**config.mk**
```make
export PLATFORM = sky130hd
export DESIGN_NAME = arc_draw_engine_flat
export DESIGN_NICKNAME = d
export VERILOG_FILES = /design/src/rtl/arc_draw_if.sv /design/src/rtl/arc_draw_engine.sv /design/src/flat_wrapper.sv
export SDC_FILE = /design/constraint.sdc
export NUM_CORES = 1
export LEC_CHECK = 0
export BUFFER_PORTS_ARGS = -buffer_cell sky130_fd_sc_hd__buf_2
export CORE_MARGIN = 5
export CORE_UTILIZATION = 40
export CTS_CLUSTER_DIAMETER = 200
export DETAILED_ROUTE_END_ITERATION = 7
export PLACE_DENSITY = 0.64
export SYNTH_ARGS = -nofsm -noshare
export SYNTH_HDL_FRONTEND = slang
export SYNTH_SLANG_ARGS = --single-unit
export TNS_END_PERCENT = 10
```
**constraint.sdc**
```tcl
create_clock -name clk -period 9.1 [get_ports clk]
set_clock_uncertainty 0.15 [all_clocks]
set_input_delay 0.455 -clock clk [delete_from_list [all_inputs] [get_ports clk]]
set_output_delay 0.455 -clock clk [all_outputs]
set_load 0.01 [all_outputs]
```
**src/rtl/arc_draw_if.sv**
```systemverilog
// Sequencer-side bundle of the arc draw engine: draw request, completion,
// and the VGA adapter plot port.
interface arc_draw_if #(
  parameter int X_W      = 8,
  parameter int Y_W      = 7,
  parameter int R_W      = 8,
  parameter int COLOUR_W = 3
);
  // start/done is a four-phase handshake. The requester raises start with stable
  // operands. The engine latches them at the first edge that samples start high.
  // It raises done on completion and holds it until it samples start low.
  logic                start;
  logic [X_W-1:0]      centre_x;
  logic [Y_W-1:0]      centre_y;
  logic [R_W-1:0]      radius;
  logic [7:0]          octant_mask;
  logic [COLOUR_W-1:0] colour;
  logic                done;
  logic [X_W-1:0]      vga_x;
  logic [Y_W-1:0]      vga_y;
  logic [COLOUR_W-1:0] vga_colour;
  logic                vga_plot;
  logic [1:0]          dbg_state;

  modport master (
    output start, centre_x, centre_y, radius, octant_mask, colour,
    input  done, vga_x, vga_y, vga_colour, vga_plot, dbg_state
  );

  modport slave (
    input  start, centre_x, centre_y, radius, octant_mask, colour,
    output done, vga_x, vga_y, vga_colour, vga_plot, dbg_state
  );
endinterface

```
**src/rtl/arc_draw_engine.sv**
```systemverilog
// Midpoint circle rasteriser. It walks eight octant arcs, spending one cycle per
// octant per step. Each pixel is clipped to the screen and plotted to the VGA adapter.
module arc_draw_engine #(
  parameter int SCREEN_W = 160,
  parameter int SCREEN_H = 120,
  parameter int X_W      = 8,
  parameter int Y_W      = 7,
  parameter int R_W      = 8,
  parameter int COLOUR_W = 3
) (
  input  logic       clk,
  input  logic       rst,
  arc_draw_if.slave  bus
);
  localparam int PW = ((X_W > R_W) ? X_W : R_W) + 2;
  localparam int OW = R_W + 2;
  localparam int CW = R_W + 3;

  typedef enum logic [1:0] {S_IDLE = 2'd0, S_DRAW = 2'd1, S_DONE = 2'd2} state_t;

  state_t                state_q, state_d;
  logic [X_W-1:0]        cx_q, cx_d;
  logic [Y_W-1:0]        cy_q, cy_d;
  logic [7:0]            mask_q, mask_d;
  logic [COLOUR_W-1:0]   col_q, col_d;
  logic signed [OW-1:0]  ox_q, ox_d, oy_q, oy_d;
  logic signed [OW-1:0]  oy_inc, ox_dec;
  logic signed [CW-1:0]  crit_q, crit_d;
  logic [2:0]            oct_q, oct_d;
  logic signed [PW-1:0]  cx_s, cy_s, ox_s, oy_s, px, py;
  logic                  on_screen, drawing;

  // ox can go to -1 on the final step of a zero radius, so the offsets are signed.
  always_comb begin
    cx_s = $signed(PW'(cx_q));
    cy_s = $signed(PW'(cy_q));
    ox_s = PW'(ox_q);
    oy_s = PW'(oy_q);
    px   = cx_s;
    py   = cy_s;
    case (oct_q)
      3'd0: begin px = cx_s + ox_s; py = cy_s + oy_s; end
      3'd1: begin px = cx_s + oy_s; py = cy_s + ox_s; end
      3'd2: begin px = cx_s - oy_s; py = cy_s + ox_s; end
      3'd3: begin px = cx_s - ox_s; py = cy_s + oy_s; end
      3'd4: begin px = cx_s - ox_s; py = cy_s - oy_s; end
      3'd5: begin px = cx_s - oy_s; py = cy_s - ox_s; end
      3'd6: begin px = cx_s + oy_s; py = cy_s - ox_s; end
      default: begin px = cx_s + ox_s; py = cy_s - oy_s; end
    endcase
    on_screen = !px[PW-1] && (px < $signed(PW'(SCREEN_W))) &&
                !py[PW-1] && (py < $signed(PW'(SCREEN_H)));
  end

  always_comb begin
    state_d = state_q;
    cx_d    = cx_q;
    cy_d    = cy_q;
    mask_d  = mask_q;
    col_d   = col_q;
    ox_d    = ox_q;
    oy_d    = oy_q;
    crit_d  = crit_q;
    oct_d   = oct_q;
    oy_inc  = oy_q + OW'(1);
    ox_dec  = ox_q - OW'(1);
    case (state_q)
      S_IDLE: begin
        if (bus.start) begin
          cx_d    = bus.centre_x;
          cy_d    = bus.centre_y;
          mask_d  = bus.octant_mask;
          col_d   = bus.colour;
          ox_d    = OW'(bus.radius);
          oy_d    = '0;
          crit_d  = CW'(1) - CW'(bus.radius);
          oct_d   = 3'd0;
          state_d = S_DRAW;
        end
      end
      S_DRAW: begin
        oct_d = oct_q + 3'd1;
        // The midpoint step happens once per pass, after the eighth octant.
        if (oct_q == 3'd7) begin
          oy_d = oy_inc;
          if (crit_q[CW-1] || (crit_q == '0)) begin
            crit_d = crit_q + (CW'(oy_inc) <<< 1) + CW'(1);
            if (oy_inc > ox_q) state_d = S_DONE;
          end else begin
            ox_d   = ox_dec;
            crit_d = crit_q + ((CW'(oy_inc) - CW'(ox_dec)) <<< 1) + CW'(1);
            if (oy_inc > ox_dec) state_d = S_DONE;
          end
        end
      end
      S_DONE: begin
        if (!bus.start) state_d = S_IDLE;
      end
      default: state_d = S_IDLE;
    endcase
  end

  always_ff @(posedge clk or posedge rst) begin
    if (rst) begin
      state_q <= S_IDLE;
      cx_q    <= '0;
      cy_q    <= '0;
      mask_q  <= '0;
      col_q   <= '0;
      ox_q    <= '0;
      oy_q    <= '0;
      crit_q  <= '0;
      oct_q   <= '0;
    end else begin
      state_q <= state_d;
      cx_q    <= cx_d;
      cy_q    <= cy_d;
      mask_q  <= mask_d;
      col_q   <= col_d;
      ox_q    <= ox_d;
      oy_q    <= oy_d;
      crit_q  <= crit_d;
      oct_q   <= oct_d;
    end
  end

  // Outputs derive from state, so an asynchronous reset silences them at once.
  assign drawing        = (state_q == S_DRAW);
  assign bus.done       = (state_q == S_DONE);
  assign bus.vga_plot   = drawing && mask_q[oct_q] && on_screen;
  assign bus.vga_x      = drawing ? px[X_W-1:0] : '0;
  assign bus.vga_y      = drawing ? py[Y_W-1:0] : '0;
  assign bus.vga_colour = drawing ? col_q : '0;
  assign bus.dbg_state  = state_q;
endmodule

```
**src/flat_wrapper.sv**
```systemverilog
// flat-port wrapper written by rule: the top's interface ports become plain ports
module arc_draw_engine_flat 
#(
  parameter int SCREEN_W = 160,
  parameter int SCREEN_H = 120,
  parameter int X_W      = 8,
  parameter int Y_W      = 7,
  parameter int R_W      = 8,
  parameter int COLOUR_W = 3
)
  (clk, rst, bus_start, bus_centre_x, bus_centre_y, bus_radius, bus_octant_mask, bus_colour, bus_done, bus_vga_x, bus_vga_y, bus_vga_colour, bus_vga_plot, bus_dbg_state);
  arc_draw_if #(.X_W(X_W), .Y_W(Y_W), .R_W(R_W), .COLOUR_W(COLOUR_W)) bus_i ();
  input  logic clk;
  input  logic rst;
  input wire logic [$bits(bus_i.start)-1:0] bus_start;
  input wire logic [$bits(bus_i.centre_x)-1:0] bus_centre_x;
  input wire logic [$bits(bus_i.centre_y)-1:0] bus_centre_y;
  input wire logic [$bits(bus_i.radius)-1:0] bus_radius;
  input wire logic [$bits(bus_i.octant_mask)-1:0] bus_octant_mask;
  input wire logic [$bits(bus_i.colour)-1:0] bus_colour;
  output wire logic [$bits(bus_i.done)-1:0] bus_done;
  output wire logic [$bits(bus_i.vga_x)-1:0] bus_vga_x;
  output wire logic [$bits(bus_i.vga_y)-1:0] bus_vga_y;
  output wire logic [$bits(bus_i.vga_colour)-1:0] bus_vga_colour;
  output wire logic [$bits(bus_i.vga_plot)-1:0] bus_vga_plot;
  output wire logic [$bits(bus_i.dbg_state)-1:0] bus_dbg_state;
  assign bus_i.start = bus_start;
  assign bus_i.centre_x = bus_centre_x;
  assign bus_i.centre_y = bus_centre_y;
  assign bus_i.radius = bus_radius;
  assign bus_i.octant_mask = bus_octant_mask;
  assign bus_i.colour = bus_colour;
  assign bus_done = bus_i.done;
  assign bus_vga_x = bus_i.vga_x;
  assign bus_vga_y = bus_i.vga_y;
  assign bus_vga_colour = bus_i.vga_colour;
  assign bus_vga_plot = bus_i.vga_plot;
  assign bus_dbg_state = bus_i.dbg_state;
  arc_draw_engine #(.SCREEN_W(SCREEN_W), .SCREEN_H(SCREEN_H), .X_W(X_W), .Y_W(Y_W), .R_W(R_W), .COLOUR_W(COLOUR_W)) u_core (.clk(clk), .rst(rst), .bus(bus_i));
endmodule
```
======== After elaboration in Yosys (flattened, before gate mapping) ========
Cells that the tools add are included.
word-level totals
  bits of input ports ..................... 37
  register bits ........................... 62
  logic and storage cells ................. 96
  output and inout port bits .............. 22
cells by class
  equality and inequality tests ........... 15
  reductions and logical operators ........ 23
  muxes and demuxes ....................... 27
  magnitude comparators ................... 5
  add/sub/neg operators ................... 17
operator list
  kind                   number
  $pmux 10 s3            2
  $mux 10                5
  $pmux 10 s2            2
  $mux 11                3
  $add 11x11->11         2
  $add 11x2->11 const B  2
  $pmux 11 s2            1
  $add 8x10->10          2
  $add 9x10->10          2
  $gt 10x10->1           2
  $sub 8x10->10          2
  $sub 9x10->10          2
  $eq 3x3->1 const B     4
  $mux 2                 6
  $reduce_or 2->1        6
  $logic_not 11->1       1
  $add 10x2->10 const B  1
  $lt 10x8->1 const B    1
  $lt 10x9->1 const B    1
  $sub 10x10->10         1
  $sub 10x2->10 const B  1
  $sub 1x8->9 const A    1
  $mux 8                 1
  $ne 2x2->1 const B     4
  other kinds (23)       32

======== Logic depth before layout (Yosys ltp) ========
Gate-level depths: netlist (run 1).
  word-level depth ........................ 8
  depth in mapped cells ................... 17
  mapped depth without buffers ............ 16

======== Worst setup path after synthesis (run 1) ========
OpenSTA, ideal clock, no wires.
  kind .................................... register to output
  start ................................... register u_core.oct_q[0]
  end ..................................... output bus_vga_plot
  setup slack ............................. 4.804 ns
  data required time ...................... 8.495 ns
  cell stages (with the launch flop) ...... 15
  arrival ................................. 3.691 ns
  path buffers ............................ 1
  cell sequence ........................... dfrtp_1 -> inv_1 -> ha_1 -> buf_2 -> nor2_1 -> nand3b_1 -> o221a_2 -> fa_1 -> a211oi_1 -> nor2_1 -> o21ai_0 -> a22o_1 -> nor4_1 -> or4_1 -> nor4_2
between the ends
  word-level cells in the longest chain between the ends .. 8
  elaborated cells on any way between the ends .. 26
  classes of those cells .................. order compare (2); eq/ne (6); mux (4); reduce/logical (14)
RTL lines
  element                                         line                    text
  from (decl)                                     arc_draw_engine.sv:29   logic [2:0] oct_q, oct_d;
  from (signal assigned)                          arc_draw_engine.sv:123  oct_q <= oct_d;
  $eq 3x1->1, or another cell as far along        arc_draw_engine.sv:41   case (oct_q)
  $reduce_or 2->1 (no source line)                -
  $pmux 10 s3                                     arc_draw_engine.sv:41
  $lt 10x9->1 or $logic_not 1->1 (tied branches)  arc_draw_engine.sv:51   on_screen = !px[PW-1] && (px < $signed(PW'(SCREEN_W))) &&
  $logic_and 1x1->1 (2 in a row)                  arc_draw_engine.sv:51
  $logic_and 1x1->1                               arc_draw_engine.sv:52   !py[PW-1] && (py < $signed(PW'(SCREEN_H)));
  $logic_and 1x1->1 (*)                           arc_draw_engine.sv:130  assign bus.vga_plot = drawing && mask_q[oct_q] && on_screen;
  to (decl)                                       flat_wrapper.sv:25      output wire logic [$bits(bus_i.vga_plot)-1:0] bus_vga_plot;
Mark *: on every way between the ends. The rest lies on a longest branch, timed or not. The select of a mux whose other input is x is not followed.

======== Worst setup path in the final report (run 1) ========
  start ................................... register u_core.oct_q[2]
  end ..................................... output bus_vga_plot
Same word-level chain as after synthesis.

==> summary.md, run 1 <==
| Metric | Value |
|---|---|
| Post-CTS setup buffer count | `0` |
| # resized after CTS | `0` |
| GPL Wtd Cong | `between 0.9 and 1` |
| Max_slew headroom | `a little over a quarter` |
| CTS tree | `done` |
| Final WS setup | `about 3700 ps` |
| Total Wirelength | `~19000 um` |
| Fin crit share | `around three fifths` |
| CTS buffer count | `9` |
| Clock Latency Late Sink | `350 ps` |
| Synth unique cells | `between 70 and 80` |
| Number of synthesized flops with an enable pin | `0` |
| Crit-path max FO | `25` |
| DR WL/cell | `17.4 um` |
| Total clock sinks | `just over 60` |
| Die height | `about 140 um` |
| PortBufs | `58` |
| Largest net degree at the start of global routing | `63` |
| Fmax | `about 0.18 GHz` |
| Critical path data required time | `about 8500 ps` |
| Multi-input logic area | `4600 um^2` |
| Worst reg2reg setup slack | `about 4700 ps` |
| Post-synth net total | `932` |
| Hpwl dp | `roughly 14000 um` |
| Post-CTS Hold Buffers | `0` |
| Sequential share of the synthesized area | `roughly a quarter` |
| Period minus WS final | `around 5400 ps` |
| Final-report setup violation count | `0` |
| Pre-CTS WS | `just over 4000 ps` |
| Buffer depth of the longest clock path | `2` |
| Synthesis Warnings | `0` |
| Crit Path Category | `reg -> out` |
| Diode count | `0` |
| Dominant synthesized flop cell | `dfrtp_1` |
| Clock root buffer | `clkbuf_16` |
| Crit path DAT | `approximately 4800 ps` |
| Total Negative Setup Slacks | `0 ps` |
| First-pass GRT wire length | `between 30000 and 40000 um` |
| Area leader, netlist | `dfrtp_1` |
| Htree depth | `3` |
| Unrepaired setup endpoints after global routing | `no` |
| Final hold violations | `0` |
| Most frequent cells in the layout | `nand2_1 (120), nor2_1 (76), o21ai_0 (70)` |
| Width of the die | `about 140 um` |
| Area added between synthesis and finish | `11.3%` |
| Commonest non-fill, non-tap cell in the layout | `nand2_1` |
| Initial antenna violation count | `0` |
| Overflow after GRT | `0` |
| Nets | `just under 1k` |
| Site Rows | `46` |
| Total of max-cap violations | `0` |
| Avg Cell Area, Syn | `7.82 um^2` |
| Proportion of layout cells with a drive suffix above 1 | `12.3%` |
| ANT nets after route | `0` |
| Initial Utilization | `between 40% and 50%` |
| DRC viols | `0` |
| Status | `complete, no violations` |
| Yosys reg bits | `62` |
| Reg clk slew, reported paths | `around 60 ps` |
| Worst setup EP type | `output port` |
| Final Slew Violations | `0` |
| Vias in the first global route | `5774` |
| Synthesized instance count | `around 830` |
| Async set or reset register ratio after synthesis | `100%` |
| DRT Pass-1 Iters | `7` |
| Via/cell ratio | `about 5.6` |
| Core box area | `around 16000 um^2` |
| Vias | `around 6.1k` |
| Startpoint type of the worst setup path | `register` |
| Initial DRC count | `around 560` |
| Sequential Area | `approximately 1600 um^2` |
| Slew of the pin with the lowest slew margin | `about 1100 ps` |
| Total global-route track usage | `20.8%` |
| # IOs | `slightly below 60` |
| Final core occ | `between 40% and 50%` |
| Synth Cell Area | `about 6500 um^2` |
| Worst min-delay path category | `in -> reg` |
| Die ar. | `roughly 19000 um^2` |
| # fillers | `about 1.6k` |
| Yosys top cell area share | `24.0%` |
| Area contributors post-synth | `dfrtp_1 (24%), ha_1 (12%), nand2_1 (7.0%)` |
## area by class of cell
cell class	instances	area share, %
inverters	42	2.19
repair buffers	61	4.35
well taps	216	3.76
flip-flops and latches	62	21.6
clock buffers	9	3.13
multi-input cells	686	63.9
clock inverters	7	1.11
## state kept, by name (all words and copies together), names as in the netlist
register / cells
u_core.crit_q: 11
u_core.cy_q: 7
u_core.cx_q: 8
u_core.ox_q: 10
u_core.mask_q: 8
u_core.bus.dbg_state: 2
u_core.col_q: 3
u_core.oct_q: 3
u_core.oy_q: 10
## stage by stage
stage / hold slack (ps) / std cells / instance area [um^2]
2_1_floorplan: 287 / 827 / 6460
3_3_place_gp: 304 / 1067 / 6890
3_5_place_dp: 305 / 1067 / 6890
4_1_cts: 133 / 1083 / 7200
5_1_grt: 141 / 1083 / 7200
6_report: 139 / 1083 / 7200
## critical path: stages (launching register included)
cell      delay [ps]
dfrtp_1          890
inv_2            180
ha_1             280
a21oi_1          750
o21ai_0          150
a222oi_1         250
ha_1             340
and2_1           180
o21ai_1          160
nand3b_1         110
xnor2_1          220
nor4_1           110
or4_1            420
nor4_2           260
buf_2            170
## cells in the mapped netlist, types with 3 or more instances
cell type,instances
nand3b_1,4
o31ai_1,8
a222oi_1,3
dfrtp_1,62
nand2_1,120
o21ai_0,70
a21oi_1,56
and3_1,4
or3_1,3
xor2_1,13
mux2i_1,9
a211oi_1,7
o21bai_1,6
o21ai_1,3
a22o_1,6
xnor2_1,44
nand2b_1,8
nor2b_1,11
inv_1,41
nor4_1,4
o21a_1,6
a41oi_1,3
buf_2,10
nor2_1,76
nor3b_1,3
nand3_1,22
nor4_2,3
nor3_1,21
o41ai_1,5
fa_1,5
a32oi_1,3
a221oi_1,5
mux4_2,3
o211ai_1,6
o22ai_1,5
clkbuf_1,22
or2_2,3
and2_1,12
ha_1,63
a21o_1,12
a31oi_1,8
## cell families after synthesis
logic type / Yosys count / share of synthesized area [%]
compound gates: 236 / 23.3
xor+xnor: 58 / 7.98
fa+ha+maj: 68 / 13.7
buf+inv: 79 / 4.97
flops: 62 / 24.0
mux: 13 / 2.61
simple gates: 311 / 23.4
## worst paths after layout
kind,endpoint,cells past startpoint,start
min in group asynchronous,u_core.col_q[1],3,rst
max reg2reg,u_core.crit_q[10],15,u_core.ox_q[0]
max in group asynchronous,u_core.oy_q[2],3,rst
max,bus_vga_plot,14,u_core.oct_q[2]
min reg2reg,u_core.col_q[0],2,u_core.col_q[0]
min,u_core.mask_q[6],3,bus_octant_mask[6]
## layer usage
layer,global-route usage [%],vias to the layer above,part of all wire [%]
li1,-,3033,-
met1,29.7,2850,48
met2,30.7,170,44
met3,5.63,23,6.3
met4,5.76,0,1.6
met5,0,-,0
Power of run 1 is not shown: default switching activity piles up to over one toggle a cycle in this logic, so the estimate is an artifact.
==> inputs of run 2 (changes only) <==
Settings changed: ABC_AREA set to 1.
Clock period 9.1 ns to 5.4 ns, I/O delays scaled along.
==> run 2 against run 1 <==
Compared with the run above:
- worst setup slack got worse by 2900 ps
- sequential cell count stayed put
- first-iteration DRC count grew 34%
- register-to-register slack worse by 3300 ps
- critical path depth is 7 higher
- non-clock buffer count rose by 26
- highest routed layer unchanged
==> summary.md, run 2 <==
| Metric | Value |
|---|---|
| Crit path from | `u_core.oct_q[0]` |
| Post-synth top cells | `nand2_1 (273), inv_1 (116), nor2_1 (89)` |
| Worst min-delay path category | `in -> reg` |
| PortBufs | `58` |
| Synth Cell Area | `6600 um^2` |
| Synth unique cells | `56` |
| Final WS setup | `about 760 ps` |
| Dominant synthesized flop cell | `dfrtp_1` |
| Width of the die | `between 100 and 150 um` |
| Vias in the first global route | `~6.3k` |
| DRT Pass-1 Iters | `6` |
| Clock Latency Late Sink | `roughly 340 ps` |
| Overflow after GRT | `0` |
| Layout Cells excl Fill | `approximately 1.3k` |
| First-pass GRT wire length | `roughly 35000 um` |
| Synthesis Warnings | `0` |
| Initial DRC count | `roughly 750` |
| Max FFs per register | `11` |
| Post-synth net total | `approximately 1.1k` |
| Htree depth | `3` |
| Yosys top cell area share | `approximately a quarter` |
| Startpoint type of the worst setup path | `register` |
| Final-report setup violation count | `0` |
| DR WL/cell | `16.6 um` |
| CTS tree | `done` |
| Area contributors post-synth | `dfrtp_1 (23%), nand2_1 (16%), ha_1 (12%)` |
| # resized after CTS | `0` |
| Crit-path max cell delay | `470 ps` |
| Crit Path Category | `reg -> out` |
| Multi-input logic area | `between 4000 and 5000 um^2` |
| Unrepaired setup endpoints after global routing | `no` |
| Worst setup EP type | `output port` |
| Crit-path max FO | `9` |
| Fmax | `0.215 GHz` |
| Core box area | `between 15000 and 20000 um^2` |
| Sequential Area | `roughly 1600 um^2` |
| Die ar. | `between 15000 and 20000 um^2` |
| Post-CTS Hold Buffers | `25` |
| Initial Utilization | `40.3%` |
| # fillers | `between 1.5k and 2k` |
| Total of max-cap violations | `0` |
| Fin crit share | `between 80% and 90%` |
| Largest regs | `u_core.crit_q (11), u_core.ox_q (10), u_core.oy_q (10)` |
| Total Negative Setup Slacks | `0 ps` |
| Commonest non-fill, non-tap cell in the layout | `nand2_1` |
| DRC viols | `0` |
| Period minus WS final | `between 4000 and 5000 ps` |
| Worst reg2reg setup slack | `roughly 1400 ps` |
| Crit path cell chain | `inv_1 > ha_1 > nand2_4 > o21ai_1 > inv_1 > o21ai_0 > a211oi_1 > a21oi_1 > inv_1 > fa_1 > inv_1 > nand3_1 > nand2_1 > a21oi_1 > o21ai_0 > xor2_1 > nand2_1 > nand2_1 > nand3_1 > nor2_1 > buf_2` |
| Number of synthesized flops with an enable pin | `0` |
| Pre-CTS WS | `roughly 1200 ps` |
| Site Rows | `47` |
| Crit path DAT | `between 4000 and 5000 ps` |
| ANT nets after route | `0` |
| Hold slack | `approximately 11 ps` |
| Status | `complete, no violations` |
| Max_slew headroom | `between 40% and 50%` |
| Total clock sinks | `62` |
| Crit-path slowest cell | `dfrtp_1` |
| Count leader, synth | `nand2_1` |
| Initial antenna violation count | `0` |
| Buffer depth of the longest clock path | `2` |
| Slew of the pin with the lowest slew margin | `around 880 ps` |
| Avg Cell Area, Syn | `roughly 6.7 um^2` |
| Via/cell ratio | `5.34` |
| Proportion of layout cells with a drive suffix above 1 | `a little under an eighth` |
| Post-CTS setup buffer count | `0` |
| Critical path data required time | `around 5000 ps` |
| Clock root buffer | `clkbuf_16` |
| Most common cell on crit path | `inv_1` |
| Placed insts | `1245` |
| CTS buffer count | `9` |
| Total global-route track usage | `between 20% and 30%` |
| Yosys reg bits | `between 60 and 70` |
| Worst reg2reg startpoint | `u_core.ox_q[0]` |
| Synthesized instance count | `just under 1k` |
| Final Slew Violations | `0` |
| Sequential share of the synthesized area | `23.5%` |
| GPL Wtd Cong | `between 0.9 and 1` |
| Vias | `slightly below 7k` |
| Area leader, netlist | `dfrtp_1` |
| Most frequent cells in the layout | `nand2_1 (273), inv_1 (115), nor2_1 (88)` |
| Nets | `1166` |
| Die height | `about 140 um` |
| Total Wirelength | `approximately 21000 um` |
| Reg clk slew, reported paths | `about 60 ps` |
| Worst hold start | `bus_centre_y[2]` |
| Async set or reset register ratio after synthesis | `100%` |
| # IOs | `59` |
| Final hold violations | `0` |
| Hpwl dp | `16700 um` |
| Diode count | `0` |
| Area added between synthesis and finish | `15.3%` |
| Largest net degree at the start of global routing | `63` |
| Biggest register | `u_core.crit_q` |
run 2: cell types whose count changed after synthesis, moves of 10 or more:
cell	previous run	this run
clkbuf_1	22	9
inv_1	41	116
nand2_1	120	273
nand3_1	22	62
nand4_1	2	12
nor2_1	76	89
nor2b_1	11	0
nor3_1	21	6
xnor2_1	44	3
xor2_1	13	31
run 2: area by class of cell:
| cell class | count | share of cell area (%) |
|---|---|---|
| clock inverters | 7 | 0.657 |
| clock buffers | 9 | 2.96 |
| flip-flops and latches | 62 | 20.4 |
| well taps | 220 | 3.61 |
| inverters | 126 | 6.41 |
| repair buffers | 87 | 7.49 |
| multi-input cells | 775 | 58.5 |
run 2: kinds of logic after synthesis:
group	Yosys count	synth area share, %
xor+xnor	34	4.51
fa+ha+maj	68	13.5
simple gates	481	32.2
flops	62	23.5
buf+inv	147	9.06
compound gates	192	17.3
run 2: final timing paths:
path                                    end  cells past startpoint
max in group asynchronous    u_core.cx_q[6]                      3
max                            bus_vga_plot                     21
min                          u_core.cy_q[2]                      3
max reg2reg                u_core.crit_q[9]                     19
min in group asynchronous    u_core.cx_q[0]                      3
min reg2reg                u_core.mask_q[1]                      2
run 2: metrics by stage:
stage / area (um^2) / utilization [%]
after global routing: 7620 / 46.4
final: 7620 / 46.4
after global placement: 7090 / 43.2
after CTS: 7620 / 46.4
after detailed placement: 7090 / 43.2
after floorplan: 6600 / -
run 2: critical path: cells and delay by family (launching register included):
kind	cells	cell delay, ps
AO/OA/AOI/OAI	6	1100
XOR/XNOR	1	230
adder cells (fa/ha/maj)	2	710
buffers and inverters	5	770
flip-flops	1	470
AND/OR/NAND/NOR	7	580
run 2: routing by layer:
layer / GRT usage, % / routed length, um / vias to the layer above
li1: - / - / 3424
met1: 33.3 / 10100 / 3158
met3: 3.56 / 1640 / 37
met2: 32.9 / 9200 / 249
met4: 6.40 / 405 / 0
met5: 0 / 0 / -
Power of run 2 is left out for the same reason.
